**config.mk**
```make
export PLATFORM = sky130hd
export DESIGN_NAME = bj_button_conditioner
export DESIGN_NICKNAME = d
export VERILOG_FILES = /design/src/rtl/bj_button_conditioner_pkg.sv /design/src/rtl/bj_button_conditioner_debounce.sv /design/src/rtl/bj_button_conditioner.sv
export SDC_FILE = /design/constraint.sdc
export NUM_CORES = 1
export LEC_CHECK = 0
export BUFFER_PORTS_ARGS = -buffer_cell sky130_fd_sc_hd__buf_2
export CORE_ASPECT_RATIO = 0.75
export CORE_MARGIN = 2
export CORE_UTILIZATION = 60
export DETAILED_ROUTE_END_ITERATION = 10
export GPL_TIMING_DRIVEN = 1
export PLACE_DENSITY = 0.77
export SETUP_SLACK_MARGIN = 0.5
export SLEW_MARGIN = 20
export SYNTH_ARGS = -nofsm -noshare
export SYNTH_HDL_FRONTEND = slang
export SYNTH_SLANG_ARGS = --single-unit
```
**constraint.sdc**
```tcl
create_clock -name clk -period 6.9 [get_ports clk]
set_input_delay 1.725 -clock clk [delete_from_list [all_inputs] [get_ports clk]]
set_output_delay 1.725 -clock clk [all_outputs]
set_load 0.005 [all_outputs]
```
**src/rtl/bj_button_conditioner_pkg.sv**
```systemverilog
// bj_button_conditioner_pkg
//   Shared definitions for the blackjack button front end and the controller.
//   Button indices into the {stand,hit,deal} vectors, lockout length, and the
//   command arbiter (priority deal > stand > hit).
package bj_button_conditioner_pkg;

  localparam int BTN_DEAL  = 0;
  localparam int BTN_HIT   = 1;
  localparam int BTN_STAND = 2;
  localparam int BTN_COUNT = 3;

  // Cycles during which every command output is held low after an issued pulse.
  localparam int LOCKOUT_CYCLES = 2;

  typedef logic [BTN_COUNT-1:0] btn_vec_t;

  // Keep at most one request, highest priority first: deal, then stand, then hit.
  function automatic btn_vec_t bj_arbitrate(input btn_vec_t req);
    btn_vec_t gnt;
    gnt = '0;
    if (req[BTN_DEAL])       gnt[BTN_DEAL]  = 1'b1;
    else if (req[BTN_STAND]) gnt[BTN_STAND] = 1'b1;
    else if (req[BTN_HIT])   gnt[BTN_HIT]   = 1'b1;
    return gnt;
  endfunction

endpackage

```
**src/rtl/bj_button_conditioner_debounce.sv**
```systemverilog
// bj_debounce
//   One button channel: 2-flop synchroniser, debounce counter, debounced
//   level and rising-edge request.
//   Ports:
//     clk   in  system clock, rising edge
//     rst   in  asynchronous active-high reset
//     raw   in  raw button level, asynchronous, bouncy
//     level out debounced level
//     rise  out high for the one cycle after level goes 0->1 (unregistered;
//               the top registers it into the command output)
//   DEBOUNCE_CYCLES >= 2 and 2**CNT_W > DEBOUNCE_CYCLES are required.
module bj_debounce #(
  parameter int DEBOUNCE_CYCLES = 500000,
  parameter int CNT_W           = 20
) (
  input  logic clk,
  input  logic rst,
  input  logic raw,
  output logic level,
  output logic rise
);

  logic [1:0]       sync;
  logic [CNT_W-1:0] cnt;
  logic             lvl;
  logic             lvl_q;

  // cnt counts consecutive samples that disagree with lvl. On the
  // DEBOUNCE_CYCLES-th one lvl flips and cnt clears, so cnt tops out at
  // DEBOUNCE_CYCLES-1 and can never wrap.
  always_ff @(posedge clk or posedge rst) begin
    if (rst) begin
      sync  <= '0;
      cnt   <= '0;
      lvl   <= 1'b0;
      lvl_q <= 1'b0;
    end else begin
      sync  <= {sync[0], raw};
      lvl_q <= lvl;
      if (sync[1] != lvl) begin
        if (cnt == CNT_W'(DEBOUNCE_CYCLES - 1)) begin
          cnt <= '0;
          lvl <= ~lvl;
        end else begin
          cnt <= cnt + 1'b1;
        end
      end else begin
        cnt <= '0;
      end
    end
  end

  assign level = lvl;
  assign rise  = lvl & ~lvl_q;

endmodule

```
**src/rtl/bj_button_conditioner.sv**
```systemverilog
// bj_button_conditioner
//   Synchronises and debounces the deal/hit/stand push-buttons and emits one
//   single-cycle command pulse per accepted press.
//   Ports:
//     clk        in  system clock, rising edge
//     rst        in  asynchronous active-high reset
//     deal_raw   in  raw deal button (async, bouncy)
//     hit_raw    in  raw hit button
//     stand_raw  in  raw stand button
//     deal       out one-cycle pulse per accepted deal press
//     hit        out one-cycle pulse per accepted hit press
//     stand      out one-cycle pulse per accepted stand press
//     held       out debounced levels {stand,hit,deal}
//   Build option BJ_CMD_ARBITER_EN: commands become mutually exclusive
//   (deal > stand > hit, losers dropped) with a 2-cycle all-zero lockout after
//   each issued pulse. Undefined: channels are independent.
module bj_button_conditioner
  import bj_button_conditioner_pkg::*;
#(
  parameter int DEBOUNCE_CYCLES = 500000,
  parameter int CNT_W           = 20
) (
  input  logic       clk,
  input  logic       rst,
  input  logic       deal_raw,
  input  logic       hit_raw,
  input  logic       stand_raw,
  output logic       deal,
  output logic       hit,
  output logic       stand,
  output logic [2:0] held
);

  btn_vec_t raw;
  btn_vec_t level;
  btn_vec_t rise;
  btn_vec_t pulse_q;

  always_comb begin
    raw            = '0;
    raw[BTN_DEAL]  = deal_raw;
    raw[BTN_HIT]   = hit_raw;
    raw[BTN_STAND] = stand_raw;
  end

  for (genvar i = 0; i < BTN_COUNT; i++) begin : g_btn
    bj_debounce #(
      .DEBOUNCE_CYCLES(DEBOUNCE_CYCLES),
      .CNT_W          (CNT_W)
    ) u_db (
      .clk  (clk),
      .rst  (rst),
      .raw  (raw[i]),
      .level(level[i]),
      .rise (rise[i])
    );
  end

`ifdef BJ_CMD_ARBITER_EN
  // lock counts down the cycles left in the post-pulse lockout; any request
  // arriving meanwhile is discarded (rise is single-cycle, so it is lost).
  logic [1:0] lock;

  always_ff @(posedge clk or posedge rst) begin
    if (rst) begin
      pulse_q <= '0;
      lock    <= '0;
    end else if (lock != 2'd0) begin
      pulse_q <= '0;
      lock    <= lock - 2'd1;
    end else begin
      pulse_q <= bj_arbitrate(rise);
      if (|rise) lock <= 2'(LOCKOUT_CYCLES);
    end
  end
`else
  always_ff @(posedge clk or posedge rst) begin
    if (rst) pulse_q <= '0;
    else     pulse_q <= rise;
  end
`endif

  assign deal  = pulse_q[BTN_DEAL];
  assign hit   = pulse_q[BTN_HIT];
  assign stand = pulse_q[BTN_STAND];
  assign held  = level;

endmodule

```
==> results.cfg, run 1 <==
[outcome]
run_status = completed

[setup_path]
start_kind = register
slowest_stage = dfrtp_1
cp_max_fo = 6
crit_arrival_ns = 0.94
r2r_cells = 5
critical-path-max-stage-delay_ns = 0.44
r2r_start = g_btn[1].u_db.cnt[0]$_DFF_PP0_
crit_family = flip-flops
cp_cell_sequence = buf_2
timing.rr.end = g_btn[1].u_db.cnt[3]$_DFF_PP0_
critPathBufInv = 1
required_ns = 5.18
cp.depth = 1
regToRegSetupSlack_ns = 4.85
crit_path_end_kind = output pin
criticalPathCategory = reg2out

[power]
power.leakage_nw = 1.616
powerDensity_mw_per_mm2 = 207.4
total_power_mw = 0.8069
worst_ir_drop_vdd_v = 0.0001389

[clocking]
cts.repair.resized = 0
path_clk_slew_ns = 0.07
cts_root_buf = clkbuf_8
numCtsBuffers = 9
post_cts.repair.setup_buffers = 0
clock_latency_ns = 0.35
clk_path_buf_depth = 2
h-tree-depth = 3
cts_tree = done
holdBufCountCts = 0
cts.sinks = 75

[timing]
finalSetupTns_ns = 0
fin_ws_ns = 4.239
worst_slew_pin_slew_ns = 0.8947
min_period_ns = 2.661
skew_ns = 0.008287
finalCritPeriodShare_pct = 38.57
timing.final.max_slew_violations = 0
hold_viol = 0
grt_setup_unrepaired = false
fmax_mhz = 375.8
slew_headroom_pct = 40.35
setup_violations = 0

[place]
hpwl_microns = 4106
place_congestion = 0.8382
dp_cells = 423
dpl_worst_slack_ns = 4.235
portBuffers = 10
dpl-instance-area_sq_mm = 0.003694

[detailed_routing]
vias = 2460
vias_per_cell = 5.616
drt_wl_total_microns = 6084
drc = 0
first_pass_iters = 4
drt_iter0_drc = 139
wl_per_cell_microns = 13.89
final_antenna_net_count = 0

[min_path]
hold_depth = 0
worstHoldStart = g_btn[1].u_db.sync[0]$_DFF_PP0_
min_to = g_btn[1].u_db.sync[1]$_DFF_PP0_
min_path_type = reg2reg

[die]
die_area_sq_mm = 0.006652
num_io_pins = 11
die_h_microns = 71.14
die_x_microns = 93.52
core-area_sq_mm = 0.005796
row_count = 24
start_util_pct = 62.22

[final_layout]
final_cells = 438
areaGrowthSynthToFinish_pct = 7.911
drive_above_1_share_pct = 12.50
fillers = 451
nets = 364
diodes = 0
finish.instance_area_sq_mm = 0.003891

[synthesis]
syn-cell-area_sq_mm = 0.003606
synth_ff_type = dfrtp_1
synth_warnings = 0
ys_top_cells_by_count = 75 x dfrtp_1, 58 x nor2_1, 33 x xnor2_1
synth-async-reset-ratio_pct = 100.0
ys_seq_area_share_pct = 52.05
synth_edf_count = 0
syn_inst = 344
synth_top_area_cell = dfrtp_1
syn_nets = 352
syn_area_per_cell_sq_um = 10.48
synth_top_area_share_pct = 52.05
synth_most_common_cell = dfrtp_1
ys_ff_latch = 75
ys_top_cells_by_area = dfrtp_1 52%, xnor2_1 8.0%, nor2_1 6.0%, xor2_1 3.4%, nand4_1 2.9%
synth_cell_types = 42

[global_routing]
antenna_found_initial = 0
grt.total_usage_pct = 21.27
grt_pass1_wl_microns = 11110
gr-total-overflow = 0
grt_pass1_vias = 2372
grt_max_degree = 76

[flow_run]
maxCapViolCount = 0
-- worst max-delay path by stage --
stage                                    startpoint                              end  slack, ns
finish              g_btn[2].u_db.level$_DFFE_PP0P_                          held[2]       4.24
global route        g_btn[2].u_db.level$_DFFE_PP0P_                          held[2]       4.16
CTS                 g_btn[2].u_db.level$_DFFE_PP0P_                          held[2]       4.21
detailed placement                              rst  g_btn[1].u_db.sync[1]$_DFF_PP0_       4.23
global placement                                rst   g_btn[2].u_db.cnt[4]$_DFF_PP0_       4.24
floorplan                                       rst   g_btn[0].u_db.cnt[0]$_DFF_PP0_       3.27
-- sequential cells by signal (all words and copies together) (netlist names) --
signal and cells:
g_btn.u_db.cnt 60, g_btn.u_db.level 3, g_btn.u_db.lvl_q 3, g_btn.u_db.sync 6
pulse_q 3
-- area by class of cell --
class / count / area (sq um) / share of cell area, %
multi-input cells: 247 / 1620 / 41.64
inverters: 12 / 45.04 / 1.158
repair buffers: 11 / 57.56 / 1.479
flip-flops and latches: 75 / 1877 / 48.23
well taps: 78 / 97.59 / 2.508
clock inverters: 2 / 35.03 / 0.9003
clock buffers: 13 / 158.9 / 4.084
-- power breakdown --
part           switching (mW)  leakage [nW]  total [mW]  internal [mW]
clock network           0.145        0.0995       0.329          0.185
registers             0.00644          1.03       0.452          0.446
logic                  0.0184         0.490      0.0255        0.00718
total                   0.170          1.62       0.807          0.637
-- layer usage --
layer  global-route usage [%]  part of all wire (%)  up-vias
met4                    6.209                   1.2        0
met1                    32.50                    53     1185
met2                    29.18                    43       34
met3                    6.816                   3.4        7
li1                         -                     -     1234
met5                        0                     0        -
-- cells by family after synthesis --
logic type	after synthesis	synth area share, %
mux	6	1.770
xor+xnor	47	11.42
fa+ha+maj	3	1.041
compound gates	21	3.990
buf+inv	22	3.123
simple gates	170	26.61
flops	75	52.05
-- cell usage in the layout, fill, tap and decap left out, types with 4 or more instances in the layout --
cell	n
dfrtp_1	75
nor2_1	58
xnor2_1	33
nand3_1	20
nand4_1	17
nor4_1	16
nand2_1	14
xor2_1	14
inv_1	11
clkbuf_8	11
buf_2	10
nor3_1	8
a21oi_1	8
nor4b_1	6
nand4_2	5
and3_1	4
o31ai_1	4
-- per-stage QoR --
stage               hold slack, ns  utilization, %
finish                      0.3535           67.14
global route                0.3762           67.14
CTS                         0.3565           67.08
detailed placement          0.3397           63.73
global placement            0.3330           63.73
floorplan                   0.3312               -
Power figures use the tool's default switching activity.
==> run 2: changes to the inputs <==
--- a/config.mk
+++ b/config.mk
@@ -5,6 +5,7 @@
 export SDC_FILE = /design/constraint.sdc
 export NUM_CORES = 1
 export LEC_CHECK = 0
+export ABC_AREA = 1
 export BUFFER_PORTS_ARGS = -buffer_cell sky130_fd_sc_hd__buf_2
 export CORE_ASPECT_RATIO = 0.75
 export CORE_MARGIN = 2
==> constraint.sdc (replaced) <==
create_clock -name clk -period 2.6 [get_ports clk]
set_input_delay 0.65 -clock clk [delete_from_list [all_inputs] [get_ports clk]]
set_output_delay 0.65 -clock clk [all_outputs]
set_load 0.005 [all_outputs]
==> run 2 against run 1 <==
- synthesized cell count grew 54%
- clock power grew to 2.7 times the previous value
- combinational power grew to 3.1 times the previous value
- wire length grew 32%
- worst setup slack lost 3.2 ns
- critical endpoint is now held[0]
==> results.cfg, run 2 <==
[place]
dpl_worst_slack_ns = 1.104
portBuffers = 10
dp_cells = 617
place_congestion = 0.9084
hpwl_microns = 6111

[global_routing]
antenna_found_initial = 0
grt_max_degree = 50
grt.total_usage_pct = 23.96
gr-total-overflow = 0
grt_pass1_wl_microns = 13780
grt_pass1_vias = 2986

[power]
power.leakage_nw = 1.934
powerDensity_mw_per_mm2 = 491.3
worst_ir_drop_vdd_v = 0.0004192

[die]
num_io_pins = 11
die_h_microns = 74.99
die_x_microns = 98.65
core-area_sq_mm = 0.006412
row_count = 25
die_area_sq_mm = 0.007397
start_util_pct = 62.87

[final_layout]
largest_registers = g_btn.u_db.cnt x60, g_btn.u_db.sync x6
areaGrowthSynthToFinish_pct = 8.442
utilization_pct = 68.18
final_cells = 632
multi_input_area_sq_mm = 0.001894
largest_register = g_btn.u_db.cnt
drive_above_1_share_pct = 12.16
diodes = 0
layout_commonest_cell = nor2_1
regArea_sq_mm = 0.001877
final_cell_mix = 132 x nor2_1, 109 x nand2_1, 75 x dfrtp_1
nets = 555
largest_reg_flops = 60
fillers = 531

[timing]
hold_slack_ns = 0.3535
setup_violations = 0
fmax_mhz = 626.6
hold_viol = 0
min_period_ns = 1.596
slew_headroom_pct = 59.93
finalCritPeriodShare_pct = 61.38
timing.final.max_slew_violations = 0
fin_ws_ns = 1.004
grt_setup_unrepaired = false
finalSetupTns_ns = 0
skew_ns = 0.01083
worst_slew_pin_slew_ns = 0.5998

[clocking]
cts_root_buf = clkbuf_8
holdBufCountCts = 0
clock_latency_ns = 0.36
numCtsBuffers = 9
h-tree-depth = 3
cts.sinks = 75
cts_tree = done
cts.repair.resized = 0
clk_path_buf_depth = 2
post_cts.repair.setup_buffers = 0
path_clk_slew_ns = 0.08

[synthesis]
synth_top_area_cell = dfrtp_1
ys_ff_latch = 75
ys_top_cells_by_area = dfrtp_1 47%, nor2_1 12%, nand2_1 10%, inv_1 5.5%, nand3_1 5.0%
synth-async-reset-ratio_pct = 100.0
syn_inst = 529
synth_cell_types = 27
synth_ff_type = dfrtp_1
syn_nets = 537
syn-cell-area_sq_mm = 0.004031
ys_seq_area_share_pct = 46.55
synth_most_common_cell = nor2_1
synth_edf_count = 0
synth_warnings = 0
synth_top_area_share_pct = 46.55
syn_area_per_cell_sq_um = 7.621
ys_top_cells_by_count = 132 x nor2_1, 109 x nand2_1, 75 x dfrtp_1

[detailed_routing]
vias = 3299
drc = 0
drt_iter0_drc = 186
vias_per_cell = 5.220
wl_per_cell_microns = 12.70
final_antenna_net_count = 0
first_pass_iters = 5
drt_wl_total_microns = 8026

[setup_path]
required_ns = 1.95
critical-path-max-stage-delay_ns = 0.44
crit_path_end_kind = output pin
cp_max_fo = 5
crit_family = flip-flops
start_kind = register
crit_arrival_ns = 0.95
criticalPathCategory = reg2out
cp_cell_sequence = buf_2
critPathBufInv = 1
slowest_stage = dfrtp_1

[outcome]
run_status = completed

[min_path]
min_path_type = in2async

[flow_run]
maxCapViolCount = 0
run 2: cell types whose count changed in the layout (fill, tap and decap cells not counted), sizes merged, moves of 6 or more:
cell   before  now
nor4b       6    0
nand2      14  120
nand3      21   41
nor4       19    0
xnor2      33   14
inv        12   61
nand4      22    6
nor2       58  154
run 2: logic make-up (layout without fill, tap and decap cells):
kind of cell	count (synthesis)	in the layout	synth area share, %
and+or+nand+nor	340	340	37.52
AOI/OAI and AO/OA	16	16	2.048
xor gates and xnor gates	29	29	6.487
buffers and inverters	66	88	6.455
DFF	75	75	46.55
adders and majority gates	3	3	0.9312
run 2: path summary, 6_finish.rpt:
kind                                                   endpoint                       startpoint  slack [ns]  cells past startpoint
min in group clk                g_btn[0].u_db.sync[1]$_DFF_PP0_  g_btn[0].u_db.sync[0]$_DFF_PP0_        0.36                      0
worst max register to register  g_btn[1].u_db.cnt[18]$_DFF_PP0_   g_btn[1].u_db.cnt[0]$_DFF_PP0_        1.12                      6
worst max-delay path                                    held[0]  g_btn[0].u_db.level$_DFFE_PP0P_        1.00                      1
worst min register to register  g_btn[0].u_db.sync[1]$_DFF_PP0_  g_btn[0].u_db.sync[0]$_DFF_PP0_        0.36                      0
worst min-delay path             g_btn[1].u_db.cnt[8]$_DFF_PP0_                              rst        0.35                      2
max in group asynchronous        g_btn[2].u_db.cnt[5]$_DFF_PP0_                              rst        1.62                      3
run 2: final cells by class:
type                    count  share of cell area [%]
multi-input cells         388                   43.33
inverters                  61                   5.323
clock inverters             6                   1.488
well taps                  81                   2.318
repair buffers             12                   1.774
clock buffers               9                   2.833
flip-flops and latches     75                   42.93
run 2: layer usage:
| layer | track usage (%) | vias to the layer above | part of all wire (%) |
|---|---|---|---|
| li1 | - | 1666 | - |
| met1 | 34.68 | 1538 | 49 |
| met2 | 35.60 | 85 | 43 |
| met3 | 6.128 | 10 | 6.2 |
| met4 | 8.371 | 0 | 1.5 |
| met5 | 0 | - | 0 |
run 2: stage by stage:
step / area [sq um] / power (mW)
2_1_floorplan: 4035 / 1.270
6_report: 4372 / 2.148
3_3_place_gp: 4183 / 1.294
3_5_place_dp: 4183 / 1.300
5_1_grt: 4372 / 2.228
4_1_cts: 4372 / 2.169
run 2: power by group:
group          internal, mW  switching, mW
Clock                 0.439          0.435
Combinational        0.0218         0.0580
Sequential             1.18         0.0127
==> run 3: changes to the inputs <==
--- a/config.mk
+++ b/config.mk
@@ -5,7 +5,7 @@
 export SDC_FILE = /design/constraint.sdc
 export NUM_CORES = 1
 export LEC_CHECK = 0
-export ABC_AREA = 1
+export ABC_AREA = 0
 export BUFFER_PORTS_ARGS = -buffer_cell sky130_fd_sc_hd__buf_2
 export CORE_ASPECT_RATIO = 0.75
 export CORE_MARGIN = 2
==> constraint.sdc (replaced) <==
create_clock -name clk -period 1.5 [get_ports clk]
set_input_delay 0.375 -clock clk [delete_from_list [all_inputs] [get_ports clk]]
set_output_delay 0.375 -clock clk [all_outputs]
set_load 0.005 [all_outputs]
==> run 3 against run 2 <==
- the flow now stops in global routing (5_1_grt)
- synthesized cell count is 35% lower
- area after synthesis shrank 11%
==> results.cfg, run 3 <==
[outcome]
run_status = stopped before the end
lastStage = global routing (5_1_grt)
tool.error = [ERROR GRT-0232] Routing congestion too high. Check the congestion heatmap in the GUI.

[synthesis]
synth_top_area_share_pct = 52.05
synth_mux_area_share_pct = 1.770
synth-async-reset-ratio_pct = 100.0
synth_cell_types = 42
synth_fa_ha_area_share_pct = 1.041
synth-compound-area-share_pct = 3.990
synth_xor_area_share_pct = 11.42
syn_area_per_cell_sq_um = 10.48
ys_top_cells_by_area = dfrtp_1 52%, xnor2_1 8.0%, nor2_1 6.0%, xor2_1 3.4%, nand4_1 2.9%
synth_ff_type = dfrtp_1
ys_seq_area_share_pct = 52.05
ys_top_cells_by_count = 75 x dfrtp_1, 58 x nor2_1, 33 x xnor2_1
ys_ff_latch = 75
syn-cell-area_sq_mm = 0.003606
synth_simple_gate_area_share_pct = 26.61
syn_nets = 352
synth_top_area_cell = dfrtp_1
synth_warnings = 0
synth_most_common_cell = dfrtp_1
synth_top_family_by_area = simple AND/OR/NAND/NOR gates
synth_edf_count = 0
syn_inst = 344

[timing]
grt-worst-endpoint = g_btn[2].u_db.cnt[17]$_DFF_PP0_/D
worstEpCategory = register data pin

[die]
num_io_pins = 11
row_count = 24
die_x_microns = 93.52
die_h_microns = 71.14
start_util_pct = 62.22

[global_routing]
grt_max_degree = 76
gr-total-overflow = 125
grt.total_usage_pct = 84.30

[clocking]
cts_root_buf = clkbuf_8
cts.sinks = 75
numCtsBuffers = 9
h-tree-depth = 3
clk_path_buf_depth = 2
holdBufCountCts = 0

[place]
dpl_worst_slack_ns = -0.1147
place_congestion = 0.8063
hpwl_microns = 5308
portBuffers = 10
run 3: metrics by stage:
stage          cells  instance area [sq um]
2_1_floorplan    344                   3781
3_3_place_gp     491                   4368
3_5_place_dp     491                   4368
4_1_cts          532                   5100
run 3: kinds of logic after synthesis:
kind of cell | after synthesis
and+or+nand+nor | 170
DFF | 75
xor gates and xnor gates | 47
buffers and inverters | 22
AOI/OAI and AO/OA | 21
muxes | 6
adders and majority gates | 3
run 3: layer usage:
layer	GRT usage, %	overflow
met5	12.88	0
met3	66.03	2
met4	91.18	57
met2	98.96	66
met1	87.19	0
run 3: repair_timing:
item	in CTS
resized for setup	76
cloned	1
setup buffers	24
pin swaps	42
setup endpoints to repair	69
==> run 4: changes to the inputs <==
--- a/config.mk
+++ b/config.mk
@@ -7,13 +7,11 @@
 export LEC_CHECK = 0
 export ABC_AREA = 0
 export BUFFER_PORTS_ARGS = -buffer_cell sky130_fd_sc_hd__buf_2
-export CORE_ASPECT_RATIO = 0.75
 export CORE_MARGIN = 2
-export CORE_UTILIZATION = 60
+export CORE_UTILIZATION = 40
 export DETAILED_ROUTE_END_ITERATION = 10
 export GPL_TIMING_DRIVEN = 1
-export PLACE_DENSITY = 0.77
-export SETUP_SLACK_MARGIN = 0.5
+export PLACE_DENSITY_LB_ADDON = 0.15
 export SLEW_MARGIN = 20
 export SYNTH_ARGS = -nofsm -noshare
 export SYNTH_HDL_FRONTEND = slang
==> run 4 against run 3 <==
- the flow now finishes, with violations (setup timing)
==> results.cfg, run 4 (synthesis results as in run 1) <==
[die]
num_io_pins = 11
core-area_sq_mm = 0.008721
row_count = 34
die_area_sq_mm = 0.009790
die_h_microns = 98.95
die_x_microns = 98.95
start_util_pct = 41.35

[timing]
grt_setup_unrepaired = true
slew_headroom_pct = 66.98
min_period_ns = 1.627
timing.final.max_slew_violations = 0
fin_ws_ns = -0.1275
fmax_mhz = 614.4
worst_slew_pin_slew_ns = 0.4918
hold_viol = 0
setup_violations = 55
finalCritPeriodShare_pct = 108.5
skew_ns = 0.01245

[outcome]
run_status = finished, violations left
violations = setup timing

[global_routing]
grt_pass1_wl_microns = 13700
grt.total_usage_pct = 17.41
antenna_found_initial = 0
gr-total-overflow = 0
grt_pass1_vias = 2960
grt_max_degree = 34

[min_path]
min_path_type = in2async

[detailed_routing]
drt_iter0_drc = 54
drt_wl_total_microns = 8711
drc = 0
first_pass_iters = 4
vias_per_cell = 5.144
wl_per_cell_microns = 14.94
final_antenna_net_count = 0
vias = 2999

[clocking]
holdBufCountCts = 0
numCtsBuffers = 9
clk_path_buf_depth = 2
cts_root_buf = clkbuf_8
path_clk_slew_ns = 0.09
h-tree-depth = 3
cts.sinks = 75
cts_tree = done
clock_latency_ns = 0.35

[power]
worst_ir_drop_vdd_v = 0.0004869
power.leakage_nw = 2.348
powerDensity_mw_per_mm2 = 683.9

[final_layout]
regArea_sq_mm = 0.001891
fillers = 664
largest_register = g_btn.u_db.cnt
nets = 478
largest_reg_flops = 60
final_cell_mix = 92 x buf_4, 64 x dfrtp_1, 30 x xnor2_1
utilization_pct = 63.49
largest_registers = g_btn.u_db.cnt x60, g_btn.u_db.sync x6
final_cells = 583
areaGrowthSynthToFinish_pct = 53.54
finish.instance_area_sq_mm = 0.005537
layout_commonest_cell = buf_4
diodes = 0
multi_input_area_sq_mm = 0.002256
drive_above_1_share_pct = 55.79

[setup_path]
crit_family = simple AND/OR/NAND/NOR gates
crit_path_end_kind = register
required_ns = 1.75
cp_cell_sequence = buf_6 > nand4_1 > buf_6 > nor4_4 > mux2i_1 > nor4_2
slowest_stage = nor4_4
crit_arrival_ns = 1.87
criticalPathCategory = reg2reg
regToRegSetupSlack_ns = -0.13
critPathBufInv = 2
cp_common_cell = buf_6
critical-path-max-stage-delay_ns = 0.41
cp_max_fo = 4
start_kind = register

[place]
dp_cells = 548
portBuffers = 10
place_congestion = 0.8599
dpl-instance-area_sq_mm = 0.004554
hpwl_microns = 5503

[flow_run]
maxCapViolCount = 0
[run 4: where the power goes]
part	internal (mW)	total (mW)	switching (mW)
combinational	0.124	0.271	0.146
clock	0.623	1.44	0.818
sequential	2.05	2.07	0.0266
total	2.80	3.79	0.991
[run 4: worst register-to-register path: stages (launching register included)]
cell and delay [ns]:
dfrtp_1 0.37, buf_6 0.11, nand4_1 0.08, buf_6 0.14, nor4_4 0.42, mux2i_1 0.15
nor4_2 0.26
[run 4: what timing repair did]
item | CTS | global route
cloned | 0 | 4
buffers inserted | 5 | 10
setup endpoints to repair | 38 | 58
pin swaps | 10 | 57
resized for setup | 29 | 129
[run 4: layer usage]
layer / up-vias / GRT usage [%] / wire, microns
met5: - / 0 / 0
met4: 0 / 6.112 / 127
met3: 15 / 4.326 / 178
met2: 25 / 29.21 / 4487
met1: 1497 / 21.93 / 3918
li1: 1462 / - / -
[run 4: final timing paths]
kind | start | endpoint | depth (start not counted)
max | g_btn[2].u_db.cnt[7]$_DFF_PP0_ | g_btn[2].u_db.cnt[17]$_DFF_PP0_ | 6
min | rst | g_btn[1].u_db.cnt[5]$_DFF_PP0_ | 3
max reg2reg | g_btn[2].u_db.cnt[7]$_DFF_PP0_ | g_btn[2].u_db.cnt[17]$_DFF_PP0_ | 6
min reg2reg | g_btn[1].u_db.sync[0]$_DFF_PP0_ | g_btn[1].u_db.sync[1]$_DFF_PP0_ | 0
max in group asynchronous | rst | g_btn[1].u_db.cnt[12]$_DFF_PP0_ | 3
min in group clk | stand_raw | g_btn[2].u_db.sync[0]$_DFF_PP0_ | 1
[run 4: cell type report]
class                   instances  area share, %
inverters                      12         0.8814
multi-input cells             247          40.75
repair buffers                125          18.51
clock buffers                   9          2.237
well taps                     108          2.441
clock inverters                 7          1.040
flip-flops and latches         75          34.15
[run 4: through the flow]
| stage | hold slack [ns] | power (mW) | worst slack [ns] | TNS [ns] |
|---|---|---|---|---|
| after global routing | 0.07755 | 3.981 | -0.2875 | -7.290 |
| after CTS | 0.06355 | 3.786 | -0.09620 | -1.458 |
| after detailed placement | 0.3347 | 2.328 | -0.1069 | -1.756 |
| after floorplan | 0.3312 | 2.222 | -0.02892 | -0.2945 |
| final | 0.07524 | 3.787 | -0.1275 | -3.039 |
| after global placement | 0.3358 | 2.326 | -0.08872 | -0.9695 |
